`src/rtl/uart_pkg.sv`:
```
// ---------------------------------------------------------------------------
// uart_pkg
// Shared definitions for the UART block family (arbiter, Uart_TX, Uart_RX).
//   - arb_state_t : state encoding of the transmit arbiter FSM
//   - DATA_BITS_DEF : default byte width used across the UART blocks
//   - CLK_HZ / bit_period() : system clock and clocks-per-bit for a baud rate
// ---------------------------------------------------------------------------
package uart_pkg;

    localparam int DATA_BITS_DEF = 8;
    localparam int CLK_HZ        = 100_000_000;

    // Clocks per UART bit, rounded to the nearest whole cycle.
    function automatic int bit_period(input int baud);
        return (CLK_HZ + baud / 2) / baud;
    endfunction

    typedef enum logic [2:0] {
        IDLE,
        ACCEPT,
        START,
        WAIT_BUSY,
        WAIT_DONE,
        GAP
    } arb_state_t;

endpackage

```
`src/rtl/uart_tx_arbiter_rr_pick.sv`:
```
// ---------------------------------------------------------------------------
// rr_pick
// Combinational round-robin priority picker.
//   req    : request vector, one bit per requester
//   last   : index granted most recently (search starts just above it)
//   winner : first requesting index found from last+1 upward, wrapping
//   any    : at least one request is present
// ---------------------------------------------------------------------------
module rr_pick #(
    parameter int N_REQ = 4,
    parameter int IW    = $clog2(N_REQ)
) (
    input  logic [N_REQ-1:0] req,
    input  logic [IW-1:0]    last,
    output logic [IW-1:0]    winner,
    output logic             any
);

    int idx;

    // Walk the offsets from farthest to nearest so the nearest requester
    // above 'last' is the one left in 'winner'.
    always_comb begin
        winner = '0;
        any    = |req;
        idx    = 0;
        for (int k = N_REQ; k >= 1; k--) begin
            idx = int'(last) + k;
            if (idx >= N_REQ) begin
                idx = idx - N_REQ;
            end
            if (req[IW'(idx)]) begin
                winner = IW'(idx);
            end
        end
    end

endmodule

```
`src/rtl/uart_tx_arbiter.sv`:
```
// ---------------------------------------------------------------------------
// uart_tx_arbiter
// Shares one Uart_TX among N_REQ byte requesters with round-robin
// arbitration, optional packet locking, an idle gap after every frame and
// a sticky flag for a transmitter that never starts.
//   clk, rst     : clock, asynchronous active-high reset
//   req_valid    : per-requester byte valid (held until req_ready)
//   req_data     : requester i at [i*DATA_BITS +: DATA_BITS]
//   req_last     : byte ends its packet
//   req_ready    : one-hot accept pulse
//   uart_data    : byte to Uart_TX data_in (held until next accept)
//   uart_start   : single-cycle tx_start pulse
//   uart_busy    : tx_busy from Uart_TX
//   grant_id     : current / last granted requester
//   active       : arbiter is busy with a frame (ACCEPT through GAP)
//   lock_active  : packet lock held by grant_id
//   err_nostart  : sticky, uart_busy never rose after a start
// ---------------------------------------------------------------------------
module uart_tx_arbiter
    import uart_pkg::*;
#(
    parameter int N_REQ         = 4,
    parameter int DATA_BITS     = DATA_BITS_DEF,
    parameter int GAP_CYCLES    = 16,
    parameter int START_TIMEOUT = 4,
    parameter int LOCK_TIMEOUT  = 1024
) (
    input  logic                       clk,
    input  logic                       rst,
    input  logic [N_REQ-1:0]           req_valid,
    input  logic [N_REQ*DATA_BITS-1:0] req_data,
    input  logic [N_REQ-1:0]           req_last,
    output logic [N_REQ-1:0]           req_ready,
    output logic [DATA_BITS-1:0]       uart_data,
    output logic                       uart_start,
    input  logic                       uart_busy,
    output logic [$clog2(N_REQ)-1:0]   grant_id,
    output logic                       active,
    output logic                       lock_active,
    output logic                       err_nostart
);

    localparam int IW = $clog2(N_REQ);
    localparam int LW = $clog2(LOCK_TIMEOUT) + 1;
    localparam int SW = $clog2(START_TIMEOUT) + 1;
    localparam int GW = $clog2(GAP_CYCLES + 1) + 1;

    arb_state_t           state, state_nxt;
    logic [IW-1:0]        rr_ptr, rr_ptr_nxt;
    logic [IW-1:0]        grant_nxt;
    logic [DATA_BITS-1:0] data_nxt;
    logic                 lock_nxt;
    logic [LW-1:0]        lock_cnt, lock_cnt_nxt;
    logic [SW-1:0]        start_cnt, start_cnt_nxt;
    logic [GW-1:0]        gap_cnt, gap_cnt_nxt;
    logic                 err_nxt;
    logic [IW-1:0]        winner;
    logic                 any_req;

    rr_pick #(
        .N_REQ (N_REQ),
        .IW    (IW)
    ) u_pick (
        .req    (req_valid),
        .last   (rr_ptr),
        .winner (winner),
        .any    (any_req)
    );

    // State and datapath registers; reset puts the pointer at N_REQ-1 so
    // requester 0 wins the first arbitration.
    always_ff @(posedge clk or posedge rst) begin
        if (rst) begin
            state       <= IDLE;
            rr_ptr      <= IW'(N_REQ - 1);
            grant_id    <= '0;
            uart_data   <= '0;
            lock_active <= 1'b0;
            lock_cnt    <= '0;
            start_cnt   <= '0;
            gap_cnt     <= '0;
            err_nostart <= 1'b0;
        end else begin
            state       <= state_nxt;
            rr_ptr      <= rr_ptr_nxt;
            grant_id    <= grant_nxt;
            uart_data   <= data_nxt;
            lock_active <= lock_nxt;
            lock_cnt    <= lock_cnt_nxt;
            start_cnt   <= start_cnt_nxt;
            gap_cnt     <= gap_cnt_nxt;
            err_nostart <= err_nxt;
        end
    end

    // Next-state and output logic. The gap is entered both after a normal
    // frame and after a start timeout, so a dropped byte also gets the gap.
    always_comb begin
        state_nxt     = state;
        rr_ptr_nxt    = rr_ptr;
        grant_nxt     = grant_id;
        data_nxt      = uart_data;
        lock_nxt      = lock_active;
        lock_cnt_nxt  = lock_cnt;
        start_cnt_nxt = start_cnt;
        gap_cnt_nxt   = gap_cnt;
        err_nxt       = err_nostart;
        req_ready     = '0;
        uart_start    = 1'b0;
        active        = (state != IDLE);

        case (state)
            IDLE: begin
                if (lock_active) begin
                    if (req_valid[grant_id]) begin
                        state_nxt = ACCEPT;
                    end else if (lock_cnt == LW'(LOCK_TIMEOUT - 1)) begin
                        lock_nxt     = 1'b0;
                        lock_cnt_nxt = '0;
                    end else begin
                        lock_cnt_nxt = lock_cnt + 1'b1;
                    end
                end else if (any_req) begin
                    grant_nxt = winner;
                    state_nxt = ACCEPT;
                end
            end
            ACCEPT: begin
                req_ready[grant_id] = 1'b1;
                data_nxt     = req_data[int'(grant_id) * DATA_BITS +: DATA_BITS];
                rr_ptr_nxt   = grant_id;
                lock_nxt     = ~req_last[grant_id];
                lock_cnt_nxt = '0;
                state_nxt    = START;
            end
            START: begin
                uart_start    = 1'b1;
                start_cnt_nxt = '0;
                state_nxt     = WAIT_BUSY;
            end
            WAIT_BUSY: begin
                if (uart_busy) begin
                    state_nxt = WAIT_DONE;
                end else if (start_cnt == SW'(START_TIMEOUT - 1)) begin
                    err_nxt = 1'b1;
                    if (GAP_CYCLES == 0) begin
                        state_nxt = IDLE;
                    end else begin
                        gap_cnt_nxt = GW'(GAP_CYCLES);
                        state_nxt   = GAP;
                    end
                end else begin
                    start_cnt_nxt = start_cnt + 1'b1;
                end
            end
            WAIT_DONE: begin
                if (!uart_busy) begin
                    if (GAP_CYCLES == 0) begin
                        state_nxt = IDLE;
                    end else begin
                        gap_cnt_nxt = GW'(GAP_CYCLES);
                        state_nxt   = GAP;
                    end
                end
            end
            GAP: begin
                // GAP lasts exactly gap_cnt cycles; the last one is at count 1.
                if (gap_cnt == GW'(1) || gap_cnt == '0) begin
                    gap_cnt_nxt = '0;
                    state_nxt   = IDLE;
                end else begin
                    gap_cnt_nxt = gap_cnt - 1'b1;
                end
            end
            default: begin
                state_nxt = IDLE;
            end
        endcase
    end

endmodule

```
`config.mk`:
```
export PLATFORM = sky130hd
export DESIGN_NAME = uart_tx_arbiter
export DESIGN_NICKNAME = d
export VERILOG_FILES = /design/src/rtl/uart_pkg.sv /design/src/rtl/uart_tx_arbiter_rr_pick.sv /design/src/rtl/uart_tx_arbiter.sv
export SDC_FILE = /design/constraint.sdc
export NUM_CORES = 1
export LEC_CHECK = 0
export BUFFER_PORTS_ARGS = -buffer_cell sky130_fd_sc_hd__buf_2
export CORE_UTILIZATION = 40
export CTS_CLUSTER_SIZE = 28
export DETAILED_ROUTE_END_ITERATION = 7
export HOLD_SLACK_MARGIN = 0.06
export PLACE_DENSITY = 0.7
export SYNTH_ARGS = -nofsm -noshare
export SYNTH_HDL_FRONTEND = slang
export SYNTH_HIERARCHICAL = 1
export SYNTH_SLANG_ARGS = --single-unit
```
`constraint.sdc`:
```
create_clock -name clk -period 3.1 [get_ports clk]
set_input_delay 0.31 -clock clk [delete_from_list [all_inputs] [get_ports clk]]
set_output_delay 0.31 -clock clk [all_outputs]
set_load 0.02 [all_outputs]
```
==> results of run 1 <==
synthesized netlist by cell type, drive strengths merged (3+ instances only):
master,number,area share [%]
a21oi,7,1.7
inv,5,0.83
nand2,42,6.9
dfrtp,35,39
a31oi,4,1.1
nor4,7,2.5
mux2,3,1.5
nand2b,10,2.8
nor3,7,1.5
a21o,3,0.99
o21bai,3,0.99
o2bb2ai,4,1.5
nor2,17,2.8
xnor2,3,1.2
clkbuf,9,1.5
ha,6,3.3
nor3b,3,0.99
or3,3,0.83
a22o,4,1.5
mux4,10,9.9
nand3,5,1.3
or2,4,1.1
o21ai,8,1.8
critical path, stage by stage (launching register included):
cell     delay, ns
dfrtp_1       0.62
nor3b_2       0.71
nand2_1       0.15
nor2_1        0.11
buf_2         0.17
per-stage QoR:
step                      setup WS, ns  hold WS [ns]  total power [mW]
after floorplan                  0.908         0.460              1.76
after global placement            1.02         0.455              2.04
after detailed placement         0.990         0.459              2.07
after CTS                        0.703         0.147              2.41
after global routing             0.546         0.190              2.58
final                            0.728         0.113              2.39
path summary, 6_finish.rpt:
kind	from	endpoint	slack, ns	depth (start not counted)
worst max-delay path	state[0]	req_ready[1]	0.73	4
worst min-delay path	rst	start_cnt[1]	0.11	2
worst max register to register	grant_id[0]	state[0]	0.97	5
worst min register to register	uart_data[7]	uart_data[7]	0.47	2
max in group asynchronous	rst	lock_cnt[7]	2.25	3
min in group clk	uart_busy	err_nostart	0.40	3
where the power goes:
part | switching (mW) | internal (mW) | total, mW | leakage [nW]
Clock | 0.174 | 0.156 | 0.330 | 0.0450
Combinational | 0.632 | 0.528 | 1.16 | 0.738
Sequential | 0.231 | 0.669 | 0.900 | 0.466
Total | 1.04 | 1.35 | 2.39 | 1.25
state kept, by name, summed over array words and instances, names as in the netlist:
signal       flops
lock_cnt        11
uart_data        8
gap_cnt          6
start_cnt        3
state            3
grant_id         2
rr_ptr           2
err_nostart      1
lock_active      1
layout make-up:
class,instances,area share (%)
timing repair buffer,63,11.9
tap,72,3.31
clock buffer,6,2.67
clock inverter,2,0.368
sequential,37,34.1
inverter,5,0.690
multi-input combinational,180,47.0
cells by family after synthesis:
| logic type | after synthesis |
|---|---|
| multiplexers | 14 |
| AND/OR/NAND/NOR | 111 |
| adder cells (fa/ha/maj) | 6 |
| AO/OA/AOI/OAI | 46 |
| buffers and inverters | 16 |
| flip-flops | 37 |
| XOR/XNOR | 3 |
per-layer routing:
metal	vias up	wire length (um)
li1	969	-
met1	945	2350
met2	39	2350
met3	5	154
met4	0	31
met5	-	0
==> impl_metrics.env, run 1 <==
export IMPL_status="finished clean"
export IMPL_muxShareOfSynthArea_pct=11.8
export IMPL_antenna_found_initial=0
export IMPL_die_y_um=77.3
export IMPL_cp_data_required_time_ns=2.79
export IMPL_layout_drive_gt1_share_pct=32.8
export IMPL_die_width_um=77.3
export IMPL_syn_nets=282
export IMPL_gp_congestion=0.840
export IMPL_hold_viol=0
export IMPL_tritoncts="yes"
export IMPL_gr_usage_all_layers_pct=17.7
export IMPL_synth_distinct_cells=52
export IMPL_cts_hold_buf=0
export IMPL_syn_area_um2=2270
export IMPL_via_count=1958
export IMPL_design_area_um2=2720
export IMPL_avgSynthCellArea_um2=9.75
export IMPL_drt_iter0_markers=158
export IMPL_cts_resized=0
export IMPL_cts_htree_levels=2
export IMPL_num_rows=27
export IMPL_yosys_area_share_simple_pct=24.9
export IMPL_busiest_layer="met2"
export IMPL_slew_violations=0
export IMPL_area_growth_pct=19.8
export IMPL_synth_warnings=6
export IMPL_ys_ff_latch=37
export IMPL_startpoint_type="flip-flop"
export IMPL_clkTransAtPathRegs_ns=0.08
export IMPL_nFillCells=545
export IMPL_skew_ns=0.00826
export IMPL_tightest_slew_ns=0.753
export IMPL_synth_top_flop_cell="dfrtp_1"
export IMPL_grt_setup_unrepaired="false"
export IMPL_crit_fanout=16
export IMPL_drv_cap=0
export IMPL_n_antenna_cell=0
export IMPL_io_buffers=60
export IMPL_io_pin_count=61
export IMPL_hold_class="in -> async"
export IMPL_final_antenna_net_count=0
export IMPL_power_density_nw_per_um2=878
export IMPL_grt_start_max_net_pins=21
export IMPL_drcViolationCount=0
export IMPL_regArea_um2=928
export IMPL_placed_area_um2=2640
export IMPL_yosysSeqAreaShare_pct=40.9
export IMPL_fin_util_pct=49.7
export IMPL_mostFrequentLayoutCells="buf_2 (60), nand2_1 (42), dfrtp_1 (35)"
export IMPL_dieArea_um2=5980
export IMPL_grt_pass1_wl_um=8450
export IMPL_leakagePower_nw=1.25
export IMPL_totalWireLength_um=4890
export IMPL_met2_usage_pct=28.4
export IMPL_firstDrtPassIters=4
export IMPL_synth_async_sr_flop_share_pct=100
export IMPL_synth_compound_area_share_pct=14.9
export IMPL_synth_edf_count=0
export IMPL_cts_inserted_buffers=5
export IMPL_post_cts_buffers=0
export IMPL_instances_no_fill=365
export IMPL_mostFrequentLayoutCell="buf_2"
export IMPL_yosys_area_share_adder_pct=3.31
export IMPL_grt_pass1_vias=1866
export IMPL_cp_end_kind="output pin"
export IMPL_multi_input_comb_area_um2=1280
export IMPL_worstSkewPairLatency_ns=0.30
export IMPL_relSlewSlack_pct=49.6
export IMPL_fin_tns_setup_ns=0
export IMPL_core_area_um2=5470
export IMPL_met1_usage_pct=23.9
export IMPL_dp_cells=357
export IMPL_fin_crit_ns=2.37
export IMPL_critPathKind="reg -> out"
export IMPL_synthXorXnorAreaFrac_pct=1.16
export IMPL_clock_fmax_mhz=422
export IMPL_clkSinkCount=37
export IMPL_grt_overflow=0
export IMPL_root_buffer="clkbuf_8"
export IMPL_period_share_pct=76.5
export IMPL_synthCells=233
export IMPL_setup_viol=0
export IMPL_ir_worst_vdd_mv=0.470
export IMPL_avgViaCountPerCell=5.36
export IMPL_initial_utilization_pct=41.5
export IMPL_avgRoutedWirePerCell_um=13.4
export IMPL_clockBufferDepth=2
export IMPL_arrival_ns=2.06
export IMPL_use_met3_pct=3.18
export IMPL_synth_top_family_by_area="simple AND/OR/NAND/NOR gates"
export IMPL_final_nets=341
export IMPL_dp_hpwl_um=3550
Note: power is estimated with default switching activity, not from simulation.
==> run 2, diff against run 1 <==
--- a/config.mk
+++ b/config.mk
@@ -5,12 +5,13 @@
 export SDC_FILE = /design/constraint.sdc
 export NUM_CORES = 1
 export LEC_CHECK = 0
+export ABC_AREA = 1
 export BUFFER_PORTS_ARGS = -buffer_cell sky130_fd_sc_hd__buf_2
 export CORE_UTILIZATION = 40
 export CTS_CLUSTER_SIZE = 28
 export DETAILED_ROUTE_END_ITERATION = 7
 export HOLD_SLACK_MARGIN = 0.06
-export PLACE_DENSITY = 0.7
+export PLACE_DENSITY = 0.69
 export SYNTH_ARGS = -nofsm -noshare
 export SYNTH_HDL_FRONTEND = slang
 export SYNTH_HIERARCHICAL = 1
==> constraint.sdc (replaced) <==
create_clock -name clk -period 2.42 [get_ports clk]
set_input_delay 0.242 -clock clk [delete_from_list [all_inputs] [get_ports clk]]
set_output_delay 0.242 -clock clk [all_outputs]
set_load 0.02 [all_outputs]
==> impl_metrics.env, run 2 <==
export IMPL_startpoint_type="flip-flop"
export IMPL_gp_congestion=0.854
export IMPL_final_nets=475
export IMPL_drv_cap=0
export IMPL_die_y_um=82.1
export IMPL_grt_pass1_wl_um=9850
export IMPL_syn_area_um2=2570
export IMPL_synth_distinct_cells=34
export IMPL_rr_startpoint="gap_cnt[0]"
export IMPL_placed_area_um2=2910
export IMPL_syn_nets=414
export IMPL_ir_worst_vdd_mv=0.584
export IMPL_gr_usage_all_layers_pct=18.7
export IMPL_avgViaCountPerCell=4.97
export IMPL_die_width_um=82.1
export IMPL_grt_pass1_vias=2315
export IMPL_synth_area_leaders="dfrtp_1 (34%), nand2_1 (17%), nand3_1 (6.2%)"
export IMPL_cp_data_required_time_ns=2.18
export IMPL_hold_class="in -> async"
export IMPL_final_antenna_net_count=0
export IMPL_netlist_top_cells_count="nand2_1 (117), inv_1 (38), dfrtp_1 (35), nor2_1 (34), nand3_1 (32)"
export IMPL_nFillCells=618
export IMPL_antenna_found_initial=0
export IMPL_hold_viol=0
export IMPL_cts_hold_buf=0
export IMPL_period_share_pct=73.9
export IMPL_slowest_delay_ns=0.42
export IMPL_core_area_um2=6060
export IMPL_setup_viol=0
export IMPL_crit_path_start="state[2]"
export IMPL_power_density_nw_per_um2=1210
export IMPL_num_rows=28
export IMPL_cp_slowest_cell="dfrtp_1"
export IMPL_ys_ff_latch=37
export IMPL_crit_family="simple AND/OR/NAND/NOR gates"
export IMPL_synth_edf_count=0
export IMPL_mostFrequentLayoutCell="nand2_1"
export IMPL_mostFrequentLayoutCells="nand2_1 (117), buf_2 (60), inv_1 (38)"
export IMPL_yosysMostFrequentCell="nand2_1"
export IMPL_totalWireLength_um=5670
export IMPL_synth_warnings=6
export IMPL_firstDrtPassIters=4
export IMPL_io_buffers=60
export IMPL_area_growth_pct=16.4
export IMPL_fin_crit_ns=1.79
export IMPL_arrival_ns=1.55
export IMPL_cts_htree_levels=2
export IMPL_dr_wl_met2_um=2560
export IMPL_synth_top_flop_cell="dfrtp_1"
export IMPL_leakagePower_nw=1.57
export IMPL_cp_end_kind="output pin"
export IMPL_initial_utilization_pct=42.3
export IMPL_top_layer_used="met4"
export IMPL_fin_tns_setup_ns=0
export IMPL_grt_setup_unrepaired="false"
export IMPL_clkSinkCount=37
export IMPL_tightest_slew_ns=0.551
export IMPL_cts_inserted_buffers=5
export IMPL_crit_chain="inv_2, nand3_4, nor3_1, buf_2"
export IMPL_post_cts_buffers=0
export IMPL_skew_ns=0.00979
export IMPL_clock_fmax_mhz=559
export IMPL_largest_register_ffs=11
export IMPL_crit_fanout=28
export IMPL_root_buffer="clkbuf_8"
export IMPL_relSlewSlack_pct=63.1
export IMPL_clkTransAtPathRegs_ns=0.07
export IMPL_cts_resized=0
export IMPL_critPathKind="reg -> out"
export IMPL_drcViolationCount=0
export IMPL_dp_hpwl_um=4390
export IMPL_status="finished clean"
export IMPL_grt_overflow=0
export IMPL_tritoncts="yes"
export IMPL_synthCells=365
export IMPL_io_pin_count=61
export IMPL_avgRoutedWirePerCell_um=11.3
export IMPL_reg_largest_list="lock_cnt x11, uart_data x8, gap_cnt x6"
export IMPL_yosysSeqAreaShare_pct=36.2
export IMPL_via_count=2493
export IMPL_dieArea_um2=6740
export IMPL_grt_start_max_net_pins=38
export IMPL_synth_area_leader_cell="dfrtp_1"
export IMPL_layout_drive_gt1_share_pct=26.0
export IMPL_worstPathBufferInverterCount=2
export IMPL_avgSynthCellArea_um2=7.03
export IMPL_wl_met1_um=2760
export IMPL_synth_async_sr_flop_share_pct=100
export IMPL_worstSkewPairLatency_ns=0.28
export IMPL_dr_wl_met3_um=300
export IMPL_regMostFlops="lock_cnt"
export IMPL_slew_violations=0
export IMPL_yosysTopAreaCellShare_pct=34.1
export IMPL_n_antenna_cell=0
export IMPL_drt_iter0_markers=126
export IMPL_design_area_um2=2990
export IMPL_clockBufferDepth=2
## run 2: cell families after synthesis
family	count (synthesis)	share of synthesized area, %
and+or+nand+nor	219	38.3
DFF	37	36.2
buffers and inverters	54	9.60
adders and majority gates	6	2.93
AOI/OAI and AO/OA	46	11.9
xor gates and xnor gates	3	1.02
## run 2: worst paths after layout
check / slack [ns] / to / cells after the start
setup / recovery: 0.63 / req_ready[1] / 4
hold / removal: 0.07 / state[1] / 3
setup reg to reg: 0.83 / state[0] / 11
hold reg to reg: 0.47 / err_nostart / 1
max in group asynchronous: 2.00 / rr_ptr[0] / 3
min in group clk: 0.19 / err_nostart / 2
## run 2: metal layers
layer  GRT usage (%)  vias up
met2            30.8       74
met5               0        -
met4            5.79        0
met3            4.18        6
li1                -     1305
met1            24.1     1108
## run 2: area by class of cell
class                      instances  area [um^2]  share of cell area (%)
timing repair buffer              61          308                    10.3
tap                               75         93.8                    3.14
inverter                          47          186                    6.24
sequential                        37          928                    31.1
multi-input combinational        274         1390                    46.6
clock buffer                       8         80.1                    2.68
## run 2: metrics by stage
stage                     setup WS (ns)  util [%]  power, mW  std cells  hold slack, ns
after floorplan                   0.906         -       2.81        365           0.339
after global placement            0.850      48.0       3.19        494           0.383
after detailed placement          0.834      48.0       3.22        494           0.390
after CTS                         0.606      49.3       3.64        502          0.0765
after global routing              0.530      49.3       3.99        502           0.108
final                             0.632      49.3       3.61        502          0.0674
## run 2: report_power, final
group	switching [mW]	internal, mW
logic	1.31	0.708
registers	0.297	0.879
clock network	0.207	0.205
## run 2: worst min-delay path: cells and delay by family
family	cells	cell delay, ns
buffers and inverters	3	0.54
==> run 3, diff against run 2 <==
--- a/config.mk
+++ b/config.mk
@@ -11,7 +11,7 @@
 export CTS_CLUSTER_SIZE = 28
 export DETAILED_ROUTE_END_ITERATION = 7
 export HOLD_SLACK_MARGIN = 0.06
-export PLACE_DENSITY = 0.69
+export PLACE_DENSITY = 0.72
 export SYNTH_ARGS = -nofsm -noshare
 export SYNTH_HDL_FRONTEND = slang
 export SYNTH_HIERARCHICAL = 1
==> constraint.sdc (replaced) <==
create_clock -name clk -period 1.4 [get_ports clk]
set_input_delay 0.14 -clock clk [delete_from_list [all_inputs] [get_ports clk]]
set_output_delay 0.14 -clock clk [all_outputs]
set_load 0.02 [all_outputs]
==> impl_metrics.env, run 3 (synthesis gave the netlist of run 2 again) <==
export IMPL_status="complete, but fails checks"
export IMPL_violations="setup timing"
export IMPL_dp_hpwl_um=4790
export IMPL_pre_cts_ws_ns=-0.111
export IMPL_antenna_found_initial=0
export IMPL_power_density_nw_per_um2=2270
export IMPL_drt_iter0_markers=143
export IMPL_grt_pass1_wl_um=11200
export IMPL_layout_drive_gt1_share_pct=42.1
export IMPL_slowest_delay_ns=0.54
export IMPL_totalWireLength_um=7150
export IMPL_worstPathBufferInverterCount=2
export IMPL_core_area_um2=6060
export IMPL_hold_class="in -> reg"
export IMPL_setup_viol=25
export IMPL_largest_register_ffs=11
export IMPL_setup_ws_ns=-0.109
export IMPL_io_pin_count=61
export IMPL_reg_largest_list="lock_cnt x11, uart_data x8, gap_cnt x6"
export IMPL_grt_setup_unrepaired="true"
export IMPL_cpMostUsedCell="nand2_1"
export IMPL_grt_overflow=0
export IMPL_gp_congestion=0.873
export IMPL_tightest_slew_ns=0.252
export IMPL_clockBufferDepth=2
export IMPL_io_buffers=60
export IMPL_fin_tns_setup_ns=-0.878
export IMPL_relSlewSlack_pct=83.2
export IMPL_fin_crit_ns=1.51
export IMPL_skew_ns=0.0113
export IMPL_r2r_end="grant_id[0]"
export IMPL_die_width_um=82.1
export IMPL_clock_fmax_mhz=662
export IMPL_grt_pass1_vias=2650
export IMPL_mostFrequentLayoutCells="nand2_1 (107), buf_2 (56), buf_4 (42)"
export IMPL_clkSinkCount=37
export IMPL_arrival_ns=1.74
export IMPL_period_share_pct=108
export IMPL_initial_utilization_pct=42.3
export IMPL_rrSetupSlack_ns=-0.11
export IMPL_nFillCells=529
export IMPL_tritoncts="yes"
export IMPL_critPathKind="reg -> reg"
export IMPL_crit_path_start="rr_ptr[0]"
export IMPL_firstDrtPassIters=4
export IMPL_regMostFlops="lock_cnt"
export IMPL_instances_no_fill=557
export IMPL_mostFrequentLayoutCell="nand2_1"
export IMPL_slew_violations=0
export IMPL_r2r_cells=11
export IMPL_hold_viol=0
export IMPL_final_nets=530
export IMPL_regArea_um2=932
export IMPL_ir_worst_vdd_mv=1.34
export IMPL_final_antenna_net_count=0
export IMPL_multi_input_comb_area_um2=1560
export IMPL_grt_start_max_net_pins=38
export IMPL_avgViaCountPerCell=5.09
export IMPL_die_y_um=82.1
export IMPL_dp_cells=529
export IMPL_crit_cells=11
export IMPL_cts_inserted_buffers=5
export IMPL_crit_chain="buf_6, inv_4, nand2_4, nand2_4, nand2_1, nand2_2, nor2_2, nand2_1, nand2_1, nor2_1, a21oi_1"
export IMPL_rr_startpoint="rr_ptr[0]"
export IMPL_drcViolationCount=0
export IMPL_leakagePower_nw=1.89
export IMPL_cts_htree_levels=2
export IMPL_avgRoutedWirePerCell_um=12.8
export IMPL_design_area_um2=3690
export IMPL_dieArea_um2=6740
export IMPL_n_antenna_cell=0
export IMPL_cp_data_required_time_ns=1.63
export IMPL_clkTransAtPathRegs_ns=0.08
export IMPL_cp_end_kind="flip-flop"
export IMPL_hold_path_depth=3
export IMPL_power_mw=8.37
export IMPL_root_buffer="clkbuf_8"
export IMPL_startpoint_type="flip-flop"
export IMPL_num_rows=28
export IMPL_crit_fanout=6
export IMPL_placed_area_um2=3180
export IMPL_crit_family="simple AND/OR/NAND/NOR gates"
export IMPL_worstSkewPairLatency_ns=0.30
export IMPL_area_growth_pct=43.8
export IMPL_drv_cap=0
export IMPL_gr_usage_all_layers_pct=21.8
export IMPL_via_count=2836
export IMPL_crit_path_end="grant_id[0]"
export IMPL_cp_slowest_cell="dfstp_2"
## run 3: per-stage QoR
step | hold slack [ns] | util, %
after floorplan | 0.237 | -
after global placement | 0.205 | 52.5
after detailed placement | 0.211 | 52.5
after CTS | 0.121 | 58.1
after global routing | 0.122 | 60.9
final | 0.124 | 60.9
## run 3: layout make-up
class / count / area share [%]
clock buffers: 6 / 2.24
flip-flops and latches: 37 / 25.3
well taps: 75 / 2.54
clock inverters: 2 / 1.02
inverters: 47 / 5.25
multi-input cells: 275 / 42.2
repair buffers: 115 / 21.5
## run 3: how the worst min path moves through the flow
stage,startpoint,endpoint,slack (ns)
floorplan,uart_busy,err_nostart,0.24
global placement,rst,gap_cnt[5],0.21
detailed placement,rst,gap_cnt[5],0.21
CTS,req_data[31],uart_data[7],0.12
global route,req_data[25],uart_data[1],0.12
finish,req_data[25],uart_data[1],0.12
## run 3: power by group
group	leakage [nW]	internal (mW)	switching [mW]
Clock	0.0574	0.580	0.419
Sequential	0.457	1.53	0.409
Combinational	1.38	2.35	3.08
Total	1.89	4.46	3.91
## run 3: repair_timing
item | CTS | global route
hold buffers | 2 | 0
setup buffers | 11 | 5
hold endpoints to repair | 36 | 0
pin swaps | 7 | 9
gates resized for setup | 35 | 36
cloned | 2 | 0
setup endpoints to repair | 23 | 39
## run 3: worst register-to-register path: stages (launching register included)
cell and delay [ns]:
dfstp_2 0.54, buf_6 0.12, inv_4 0.05, nand2_4 0.05, nand2_4 0.06, nand2_1 0.11, nand2_2 0.08, nor2_2 0.11
nand2_1 0.08, nand2_1 0.08, nor2_1 0.04, a21oi_1 0.12
## run 3: per-layer routing
metal / part of all wire [%] / vias to the layer above / global-route usage, %
met3: 4.4 / 12 / 4.18
met1: 43 / 1323 / 24.8
met2: 51 / 87 / 39.8
met5: 0 / - / 0
li1: - / 1414 / -
met4: 1.6 / 0 / 8.95
